--- src/rtl/mem_line_bridge.sv ---
// mem_line_bridge: accepts one cache-line request at a time and moves it as
// NBEATS = LINE_BITS/BUS_BITS beats over a narrow beat bus. Reads gather
// returned beats into a line; writes stream the line out LSB beat first.
// The registered response is presented for exactly one cycle.
//
// Optional feature: define MEM_BRIDGE_TIMEOUT_EN to enable a watchdog that
// forces a response (partial line, err set) after TIMEOUT idle bus cycles.
//
// Handshake: a bus beat command transfers on a cycle where bus_cmd_valid
// and bus_cmd_ready are both high; bus_cmd_valid and all cmd fields hold
// steady until that cycle. bus_rdata_valid is a one-cycle, in-order beat
// return with no back-pressure. mem_req_valid is held by the requester until
// mem_rsp_valid; mem_req_ack pulses in the capture cycle.
module mem_line_bridge #(
    parameter int           LINE_BITS = 128,
    parameter int           BUS_BITS  = 32,
    parameter int           ADDR_BITS = 64,
    parameter int           TAG_BITS  = 2,
    parameter logic [4:0]   RD_OP     = 5'd4,
    parameter logic [4:0]   WR_OP     = 5'd7,
    parameter int           TIMEOUT   = 1024
) (
    input  logic                 clk,
    input  logic                 reset_n,
    input  logic                 mem_req_valid,
    input  logic [ADDR_BITS-1:0] mem_req_addr,
    input  logic [LINE_BITS-1:0] mem_req_store_data,
    input  logic [TAG_BITS-1:0]  mem_req_tag,
    input  logic [4:0]           mem_req_opcode,
    input  logic                 mem_req_insn,
    output logic                 mem_req_ack,
    output logic                 mem_rsp_valid,
    output logic [LINE_BITS-1:0] mem_rsp_load_data,
    output logic [TAG_BITS-1:0]  mem_rsp_tag,
    output logic [4:0]           mem_rsp_opcode,
    output logic                 bus_cmd_valid,
    input  logic                 bus_cmd_ready,
    output logic [ADDR_BITS-1:0] bus_cmd_addr,
    output logic                 bus_cmd_write,
    output logic                 bus_cmd_insn,
    output logic [BUS_BITS-1:0]  bus_wdata,
    input  logic                 bus_rdata_valid,
    input  logic [BUS_BITS-1:0]  bus_rdata,
    output logic                 busy,
    output logic                 err
);

    localparam int NBEATS     = LINE_BITS / BUS_BITS;
    localparam int CW         = $clog2(NBEATS) + 1;
    localparam int OFF        = $clog2(LINE_BITS / 8);
    localparam int BEAT_BYTES = BUS_BITS / 8;

    // Parameter sanity: at least two beats, and a watchdog limit that leaves room to count.
    if (NBEATS < 2 || TIMEOUT < 2) begin : g_bad_cfg
        $error("mem_line_bridge: NBEATS and TIMEOUT must both be >= 2");
    end

    typedef enum logic [1:0] {IDLE, CMD, RDATA, RSP} state_t;

    state_t                 state_q, state_d;
    logic [ADDR_BITS-1:0]   addr_q, addr_d;
    logic [LINE_BITS-1:0]   wline_q, wline_d;
    logic [LINE_BITS-1:0]   rline_q, rline_d;
    logic [TAG_BITS-1:0]    tag_q, tag_d;
    logic [4:0]             op_q, op_d;
    logic                   insn_q, insn_d;
    logic [CW-1:0]          cmd_cnt_q, cmd_cnt_d;
    logic [CW-1:0]          rd_cnt_q, rd_cnt_d;
    logic                   err_q, err_d;
    logic                   cmd_hs;
    logic                   rd_take;
    logic                   is_write;
`ifdef MEM_BRIDGE_TIMEOUT_EN
    localparam int WW = $clog2(TIMEOUT);
    logic [WW-1:0]          wd_q, wd_d;
`endif

    assign is_write = (op_q == WR_OP);
    assign cmd_hs   = (state_q == CMD) && bus_cmd_ready;
    assign rd_take  = bus_rdata_valid && ((state_q == CMD) || (state_q == RDATA))
                      && (rd_cnt_q < CW'(NBEATS));

    // Output decode: every output is a gated view of registered state.
    always_comb begin
        bus_cmd_valid     = (state_q == CMD);
        bus_cmd_addr      = '0;
        bus_cmd_write     = 1'b0;
        bus_cmd_insn      = 1'b0;
        bus_wdata         = '0;
        mem_rsp_valid     = (state_q == RSP);
        mem_rsp_load_data = '0;
        mem_rsp_tag       = '0;
        mem_rsp_opcode    = '0;
        busy              = (state_q != IDLE);
        err               = err_q;
        if (state_q == CMD) begin
            bus_cmd_addr  = addr_q + (ADDR_BITS'(cmd_cnt_q) * ADDR_BITS'(BEAT_BYTES));
            bus_cmd_write = is_write;
            bus_cmd_insn  = insn_q;
            if (is_write) begin
                bus_wdata = wline_q[cmd_cnt_q[CW-2:0]*BUS_BITS +: BUS_BITS];
            end
        end
        if (state_q == RSP) begin
            mem_rsp_load_data = rline_q;
            mem_rsp_tag       = tag_q;
            mem_rsp_opcode    = op_q;
        end
    end

    // Next-state logic: capture, beat sequencing, read gathering and error tracking.
    always_comb begin
        state_d     = state_q;
        addr_d      = addr_q;
        wline_d     = wline_q;
        rline_d     = rline_q;
        tag_d       = tag_q;
        op_d        = op_q;
        insn_d      = insn_q;
        cmd_cnt_d   = cmd_cnt_q;
        rd_cnt_d    = rd_cnt_q;
        err_d       = err_q;
        mem_req_ack = 1'b0;
`ifdef MEM_BRIDGE_TIMEOUT_EN
        wd_d        = wd_q;
`endif

        // Read beats may land during CMD (even alongside a cmd handshake) or RDATA.
        if (rd_take) begin
            rline_d[rd_cnt_q[CW-2:0]*BUS_BITS +: BUS_BITS] = bus_rdata;
            rd_cnt_d = rd_cnt_q + 1'b1;
        end

        case (state_q)
            IDLE: begin
                if (bus_rdata_valid) err_d = 1'b1;
                if (mem_req_valid) begin
                    mem_req_ack      = 1'b1;
                    addr_d           = mem_req_addr;
                    addr_d[OFF-1:0]  = '0;
                    wline_d          = mem_req_store_data;
                    rline_d          = '0;
                    tag_d            = mem_req_tag;
                    op_d             = mem_req_opcode;
                    insn_d           = mem_req_insn;
                    cmd_cnt_d        = '0;
                    rd_cnt_d         = '0;
`ifdef MEM_BRIDGE_TIMEOUT_EN
                    wd_d             = '0;
`endif
                    if (mem_req_opcode == RD_OP || mem_req_opcode == WR_OP) begin
                        state_d = CMD;
                    end else begin
                        state_d = RSP;
                        err_d   = 1'b1;
                    end
                end
            end
            CMD: begin
                if (cmd_hs) begin
                    cmd_cnt_d = cmd_cnt_q + 1'b1;
                    if (cmd_cnt_q == CW'(NBEATS - 1)) begin
                        if (is_write || rd_cnt_d == CW'(NBEATS)) state_d = RSP;
                        else                                     state_d = RDATA;
                    end
                end
            end
            RDATA: begin
                if (rd_cnt_d == CW'(NBEATS)) state_d = RSP;
            end
            RSP: begin
                if (bus_rdata_valid) err_d = 1'b1;
                state_d = IDLE;
            end
            default: state_d = IDLE;
        endcase

`ifdef MEM_BRIDGE_TIMEOUT_EN
        // Watchdog: the response appears TIMEOUT cycles after the last bus event.
        if (state_q == CMD || state_q == RDATA) begin
            if (cmd_hs || rd_take) begin
                wd_d = '0;
            end else if (wd_q == WW'(TIMEOUT - 2)) begin
                state_d = RSP;
                err_d   = 1'b1;
            end else begin
                wd_d = wd_q + 1'b1;
            end
        end
`endif
    end

    // State and datapath registers with asynchronous active-low reset.
    always_ff @(posedge clk or negedge reset_n) begin
        if (!reset_n) begin
            state_q   <= IDLE;
            addr_q    <= '0;
            wline_q   <= '0;
            rline_q   <= '0;
            tag_q     <= '0;
            op_q      <= '0;
            insn_q    <= 1'b0;
            cmd_cnt_q <= '0;
            rd_cnt_q  <= '0;
            err_q     <= 1'b0;
`ifdef MEM_BRIDGE_TIMEOUT_EN
            wd_q      <= '0;
`endif
        end else begin
            state_q   <= state_d;
            addr_q    <= addr_d;
            wline_q   <= wline_d;
            rline_q   <= rline_d;
            tag_q     <= tag_d;
            op_q      <= op_d;
            insn_q    <= insn_d;
            cmd_cnt_q <= cmd_cnt_d;
            rd_cnt_q  <= rd_cnt_d;
            err_q     <= err_d;
`ifdef MEM_BRIDGE_TIMEOUT_EN
            wd_q      <= wd_d;
`endif
        end
    end

endmodule

--- config.mk ---
export PLATFORM = sky130hd
export DESIGN_NAME = mem_line_bridge
export DESIGN_NICKNAME = d
export VERILOG_FILES = /design/src/rtl/mem_line_bridge.sv
export SDC_FILE = /design/constraint.sdc
export NUM_CORES = 1
export LEC_CHECK = 0
export CORE_MARGIN = 2
export CORE_UTILIZATION = 35
export CTS_CLUSTER_DIAMETER = 80
export CTS_CLUSTER_SIZE = 40
export DETAILED_ROUTE_END_ITERATION = 8
export GPL_ROUTABILITY_DRIVEN = 0
export PLACE_DENSITY = 0.61
export SLEW_MARGIN = 0
export SYNTH_ARGS = -nofsm -noshare
export SYNTH_HDL_FRONTEND = slang
export SYNTH_SLANG_ARGS = --single-unit
--- constraint.sdc ---
create_clock -name clk -period 5.83 [get_ports clk]
set_input_delay 0.8745 -clock clk [delete_from_list [all_inputs] [get_ports clk]]
set_output_delay 0.8745 -clock clk [all_outputs]
set_load 0.01 [all_outputs]
== Yosys cells after proc, flatten, opt, wreduce, memory -nomap -nowiden ==
Cells that the tools add are included.

* Equality and inequality tests: 12
* Add/sub/neg operators: 4
* Shifts and indexed selects: 3
* Muxes and demuxes: 31
* $lt $le $gt $ge: 1
* Reduce and logical (&&, ||, !) cells: 13

{| class="wikitable"
|+ Operators with widths
! kind !! number
|-
| 128-bit two-way mux || 4
|-
| 128-bit bitwise mux || 1
|-
| 32-bit by 34-bit variable shift with 128-bit output (first input constant) || 1
|-
| 128-bit by 8-bit variable part select with 32-bit output || 1
|-
| 32-bit by 34-bit variable part select with 128-bit output || 1
|-
| 64-bit by 5-bit adder with 64-bit output || 1
|-
| 32-bit two-way mux || 2
|-
| 64-bit two-way mux || 1
|-
| 7-bit negation with 34-bit output || 1
|-
| 5-bit by 3-bit == test with 1-bit output (second input constant) || 3
|-
| 3-bit two-way mux || 5
|-
| 2-bit two-way mux || 6
|-
| 1-bit two-way mux || 8
|-
| 2-bit case mux with 4 select lines || 1
|-
| 3-bit by 1-bit adder with 3-bit output (second input constant) || 2
|-
| 2-bit by 1-bit != test with 1-bit output (second input constant) || 3
|-
| 3-bit case mux with 2 select lines || 1
|-
| 2-bit nonzero test || 3
|-
| 5-bit two-way mux || 1
|-
| 2-bit == test (second input constant) || 2
|-
| 4-bit AND reduction || 1
|-
| 3-bit by 2-bit == test with 1-bit output (second input constant) || 1
|-
| 3-bit == test (second input constant) || 1
|-
| 1-bit logical AND || 3
|-
| other kinds (8) || 10
|}

* Output and inout port bits: 238
* Bits of input ports: 237
* Register bits: 333

== Longest topological paths before layout ==
Gate-level depths: netlist of run 1.

* Depth in word-level cells: 11
* Depth in mapped cells: 9
* Mapped depth without buffers: 7

== Worst setup path after synthesis of run 1 ==
OpenSTA, ideal clock, no wires.

* Path type: register to output
* From: reg addr_q[4]
* To: out bus_cmd_addr[60]
* Buffers on the path: 1
* Arrival: 2.180 ns
* Slack: 2.776 ns
* Cell stages (with the launch flop): 9
* Cell sequence: dfrtp_1 ha_1 ha_1 nand4_1 nor2_1 nand2_1 clkbuf_1 or4_1 a21oi_1

* Word-level cells in the longest chain between the ends: 2

{| class="wikitable"
|+ Ends and longest elaborated chain
! element !! line !! source
|-
| start: declaration || 61 || <nowiki>logic [ADDR_BITS-1:0] addr_q, addr_d;</nowiki>
|-
| start signal: assignment || 211 || <nowiki>addr_q <= addr_d;</nowiki>
|-
| 64-bit by 5-bit adder with 64-bit output || 97 || <nowiki>bus_cmd_addr = addr_q + (ADDR_BITS'(cmd_cnt_q) * ADDR_BITS'(BEAT_BYTES));</nowiki>
|-
| 64-bit two-way mux || 96 || <nowiki>if (state_q == CMD) begin</nowiki>
|-
| end: declaration || 38 || <nowiki>output logic [ADDR_BITS-1:0] bus_cmd_addr,</nowiki>
|}

Every way passes these cells.

== Worst setup path after layout of run 1 ==
* From: reg addr_q[12]
* To: out bus_cmd_addr[59]

Same word-level chain as after synthesis.

==> run metrics, run 1 <==
status finished, final reports clean; Final TNS setup 0 ns; WS Path Type flip-flop to output pin; largest net degree at the start of global routing 143; post-route ant nets 0; count of final max-slew check failures 0; DRC violations left 0; worst relative slew slack 31.63%; drt wl/cell 20.50 um; FP Rows 79; R2R cell count 7; Pwr Total 9152 uW; Starting Density 35.30%; Worst Path Required 4.96 ns; Worst EP arrival 4.12 ns; I/O Pins 475; final period demand of the worst path 4.990 ns; dominant synthesized flop cell dfrtp_1; hpwl dp 36.17 mm; die area 48400 sq um; final hold violations 0; RSZ-0062 raised after global routing no; worst-margin pin slew 1.026 ns; Max Clock Freq 200.4 MHz; P&R area growth vs syn 38.56%; core footprint 46260 sq um; Yosys cell types 45; DR vias/cell 5.207; share of layout cells above drive strength 1 16.00%; Worst Setup Start Kind flip-flop; IO buf count 468; number of synthesized flops with an enable pin 0; CTS max path bufs 3; DRT Pass-1 Iters 5; Vias 13110; clock skew 0.04962 ns; die width 220.0 um; chip height 220.0 um; Pleak 0.008997 uW; yosys warns 0; final worst path period share 85.60%; VDD IR max 249.8 uV; CTS tree done; Root Buffer Master clkbuf_16; Area contributors post-synth dfrtp_1, mux2_2, and2_1; Iter 0 DRT Violations 987; first-pass GRT wire length 79.23 mm; clock sinks 333; gr ovfl total 0; cells after synthesis 1477; register area share after synthesis 51.03%; P per Cell Area 404.5 nW/um^2; initial antenna violation count 3; Hold Crit Class input pin to asynchronous set/reset pin; Synth Area per Inst 11.05 sq um; Yosys top cell area share 51.03%; max_cap viols 0; final setup vio count 0; Syn Std Cell Area 16330 sq um; CTS Hold Bufs 0; clk slew on worst S/H paths 0.10 ns; DRT Wirelength 51.59 mm; post-CTS sizing 0; Yosys reg bits 333; Crit. End Element output pin; GRT Util Overall 21.00%; vias in the first global route 13580; # nets final 2138; cts bufs inserted 26; H-Tree Depth 1; fraction of registers with async set or reset after synthesis 100.0%; total setup buffers inserted after CTS 0; Yosys top cell by area dfrtp_1; Skew-Pair Late Insertion Delay 0.59 ns; critical path peak fanout 16
==> layer usage <==
layer / GRT usage, % / vias to the layer above / routed length [um]
met1: 26.44 / 6609 / 21200
li1: - / 6010 / -
met5: 0 / - / 0
met4: 6.801 / 0 / 1645
met2: 34.74 / 402 / 24880
met3: 6.004 / 85 / 3866
==> Yosys cell counts (16+ instances only) <==
cell / n
nand3_1: 65
or3_1: 18
dfrtp_1: 333
xor2_1: 22
nor2b_1: 33
nand2_1: 80
clkbuf_1: 87
nand4_1: 28
mux2_2: 192
o21ai_0: 29
a22oi_1: 85
a21oi_1: 70
mux4_2: 32
inv_1: 16
and2_1: 147
nor2_1: 130
==> per-stage QoR <==
stage / hold slack (ns) / std cells / setup slack, ns / instance area [sq um] / util, %
finish: 0.3531 / 2517 / 0.8397 / 22620 / 48.91
global placement: 0.4654 / 2465 / 1.565 / 21600 / 46.70
floorplan: 0.4728 / 1478 / 2.776 / 16330 / -
CTS: 0.3900 / 2513 / 0.8301 / 22610 / 48.89
global route: 0.4066 / 2516 / 0.5263 / 22620 / 48.90
detailed placement: 0.4710 / 2465 / 1.505 / 21600 / 46.70
==> registers in the layout (all words and copies together), names as in the netlist <==
| name | cells |
|---|---|
| addr_q | 60 |
| rline_q | 128 |
| insn_q | 1 |
| op_q | 5 |
| wline_q | 128 |
| tag_q | 2 |
| state_q | 2 |
| rd_cnt_q | 3 |
| cmd_cnt_q | 3 |
| err | 1 |
==> worst paths after layout <==
| kind | from | end | slack [ns] |
|---|---|---|---|
| max in group asynchronous | reset_n | rline_q[108] | 4.12 |
| worst min register to register | err | err | 0.49 |
| worst max-delay path | addr_q[12] | bus_cmd_addr[59] | 0.84 |
| worst max register to register | rd_cnt_q[0] | rline_q[119] | 2.87 |
| worst min-delay path | reset_n | rline_q[127] | 0.35 |
| min in group clk | err | err | 0.49 |
==> final cells by class <==
| type | count | area [sq um] |
|---|---|---|
| tap | 607 | 759.5 |
| multi-input combinational | 1020 | 7564 |
| inverter | 16 | 60.06 |
| timing repair buffer | 489 | 4885 |
| clock inverter | 22 | 361.6 |
| antenna | 4 | 10.01 |
| sequential | 333 | 8334 |
| clock buffer | 26 | 650.6 |
| fill | 4240 | 23640 |
==> worst max-delay path: stages (launching register included) <==
cell	delay, ns
dfrtp_1	0.47
nand4_2	0.22
nor4_4	0.82
nand4_1	0.68
or3_1	0.54
a21oi_1	0.20
clkdlybuf4s50_1	0.58
==> cells in the final DEF, fill, tap and decap left out, types with 22 or more instances in the layout <==
master           count
clkdlybuf4s50_1    467
and2_1             146
xor2_1              22
mux2_2             192
nor2b_1             33
nor2_1             130
dfrtp_1            332
nand4_1             28
a21oi_1             70
mux4_2              32
nand3_1             65
a22oi_1             85
clkbuf_16           26
nand2_1             80
o21ai_0             29
==> logic make-up (layout without fill, tap and decap cells) <==
| logic type | count (synthesis) | in the layout | synth area share (%) |
|---|---|---|---|
| fa+ha+maj | 15 | 15 | 1.149 |
| simple gates | 543 | 543 | 17.54 |
| other cells | 1 | 6 | 0.02297 |
| xor+xnor | 35 | 35 | 1.877 |
| mux | 225 | 225 | 17.72 |
| flops | 333 | 333 | 51.03 |
| buf+inv | 125 | 553 | 2.981 |
| compound gates | 200 | 200 | 7.678 |
==> where the power goes <==
group          total, uW  switching (uW)  internal (uW)  leakage [uW]
registers           3730             618           3110       0.00421
logic               3380            1540           1840       0.00432
clock network       2040            1110            937      0.000470
Power figures use the tool's default switching activity.
==> run 2, diff against run 1 <==
CORE_MARGIN = default   (was 2)
==> run 2 against run 1 <==
Sequential cell count unchanged. Fmax up 0.60%. Clock power shrank 4%. Clock skew decreased by 0.024 ns. Core utilization rose by 0.40 points. Sequential power down 1%. Worst setup slack improved by 0.030 ns. Highest routed layer is now met5.
==> run metrics, run 2 (same netlist as run 1, synthesis figures left out) <==
Skew-Pair Late Insertion Delay 0.56 ns; max_cap viols 0; pre-CTS WS 1.527 ns; final hold violations 0; H-Tree Depth 1; Worst EP arrival 4.09 ns; power share of the combinational group 37.9%; design area 22520 sq um; dpl cell area 21570 sq um; clock skew 0.02517 ns; final setup vio count 0; P per Cell Area 403.1 nW/um^2; R2R cell count 7; Vias 13030; commonest non-fill, non-tap cell in the layout clkdlybuf4s50_1; Final TNS setup 0 ns; core footprint 45670 sq um; Sequential Power Share 40.7%; Iter 0 DRT Violations 1002; Final Worst Setup Slack 0.8695 ns; Psw 3233 uW; FP Rows 78; drt wl/cell 20.72 um; Hold Crit Class input pin to asynchronous set/reset pin; die width 218.0 um; Largest regs rline_q x128, wline_q x128, addr_q x60; worst relative slew slack 26.36%; cts bufs inserted 25; Int Power 5845 uW; WHS 0.3057 ns; DRT Pass-1 Iters 5; Worst Setup Start Kind flip-flop; count of final max-slew check failures 0; RSZ-0062 raised after global routing no; critical path peak fanout 16; VDD IR max 214.9 uV; fill cell count 4185; worst-margin pin slew 1.105 ns; Crit. End Element output pin; clock share of power 21.4%; status finished, final reports clean; Switching Share 35.61%; Worst Path Required 4.96 ns; post-CTS sizing 0; IO buf count 468; gr ovfl total 0; clock sinks 333; GRT Util Overall 21.68%; most frequent cells in the layout clkdlybuf4s50_1, dfrtp_1, mux2_2, and2_1, nor2_1; WS Path Type flip-flop to output pin; vias in the first global route 13540; DRT Wirelength 51.94 mm; Pleak 0.008960 uW; share of layout cells above drive strength 1 15.77%; largest net degree at the start of global routing 176; final worst path period share 85.09%; DRC violations left 0; first-pass GRT wire length 80.24 mm; chip height 218.0 um; DR vias/cell 5.196; post-route ant nets 0; # nets final 2136; Max Clock Freq 201.6 MHz; P&R area growth vs syn 37.92%; clk slew on worst S/H paths 0.09 ns; die area 47520 sq um; Pwr Total 9078 uW; hpwl dp 35.83 mm; I/O Pins 475; CTS Hold Bufs 0; Root Buffer Master clkbuf_16; initial antenna violation count 8; Starting Density 35.75%; total setup buffers inserted after CTS 0; CTS max path bufs 3; final period demand of the worst path 4.960 ns; CTS tree done
==> run 2: worst max-delay path, cell delays in order, from the launching register on <==
cell,delay (ns)
dfrtp_1,0.45
nand4_2,0.21
nor4_4,0.82
nand3_1,0.63
or4_1,0.64
a21oi_1,0.18
clkdlybuf4s50_1,0.58
==> run 2: layout make-up <==
class	instances	area (sq um)	share of cell area [%]
diodes	5	12.51	0.05556
clock buffers	27	643.1	2.856
clock inverters	18	291.5	1.295
inverters	16	60.06	0.2667
multi-input cells	1020	7564	33.59
flip-flops and latches	333	8334	37.01
well taps	600	750.7	3.334
repair buffers	488	4865	21.60
==> run 2: final timing paths <==
check	from	end	slack, ns
worst max-delay path	addr_q[12]	bus_cmd_addr[58]	0.87
worst max register to register	rd_cnt_q[0]	rline_q[119]	2.76
min in group clk	err	err	0.49
max in group asynchronous	reset_n	addr_q[52]	4.07
worst min register to register	err	err	0.49
worst min-delay path	reset_n	wline_q[92]	0.31
==> run 2: per-stage QoR <==
stage	util, %	cells
after floorplan	-	1478
after global placement	47.23	2457
after detailed placement	47.23	2457
after CTS	49.28	2502
after global routing	49.30	2505
final	49.31	2507
==> run 2: power groups by stage <==
stage / Clock (uW) / Combinational, uW / Sequential (uW)
after floorplan: 0 / 2340 / 3530
after global placement: 0 / 3400 / 3690
after detailed placement: 0 / 3470 / 3740
after CTS: 2020 / 3490 / 3700
after global routing: 2090 / 3740 / 3820
final: 1950 / 3440 / 3690
==> run 2: per-layer routing <==
layer | share of wire [%] | global-route usage, % | vias up
met4 | 3.1 | 6.853 | 4
met2 | 48 | 35.37 | 411
met5 | 0.048 | 0 | -
met3 | 7.9 | 6.192 | 84
met1 | 41 | 27.63 | 6523
li1 | - | - | 6004
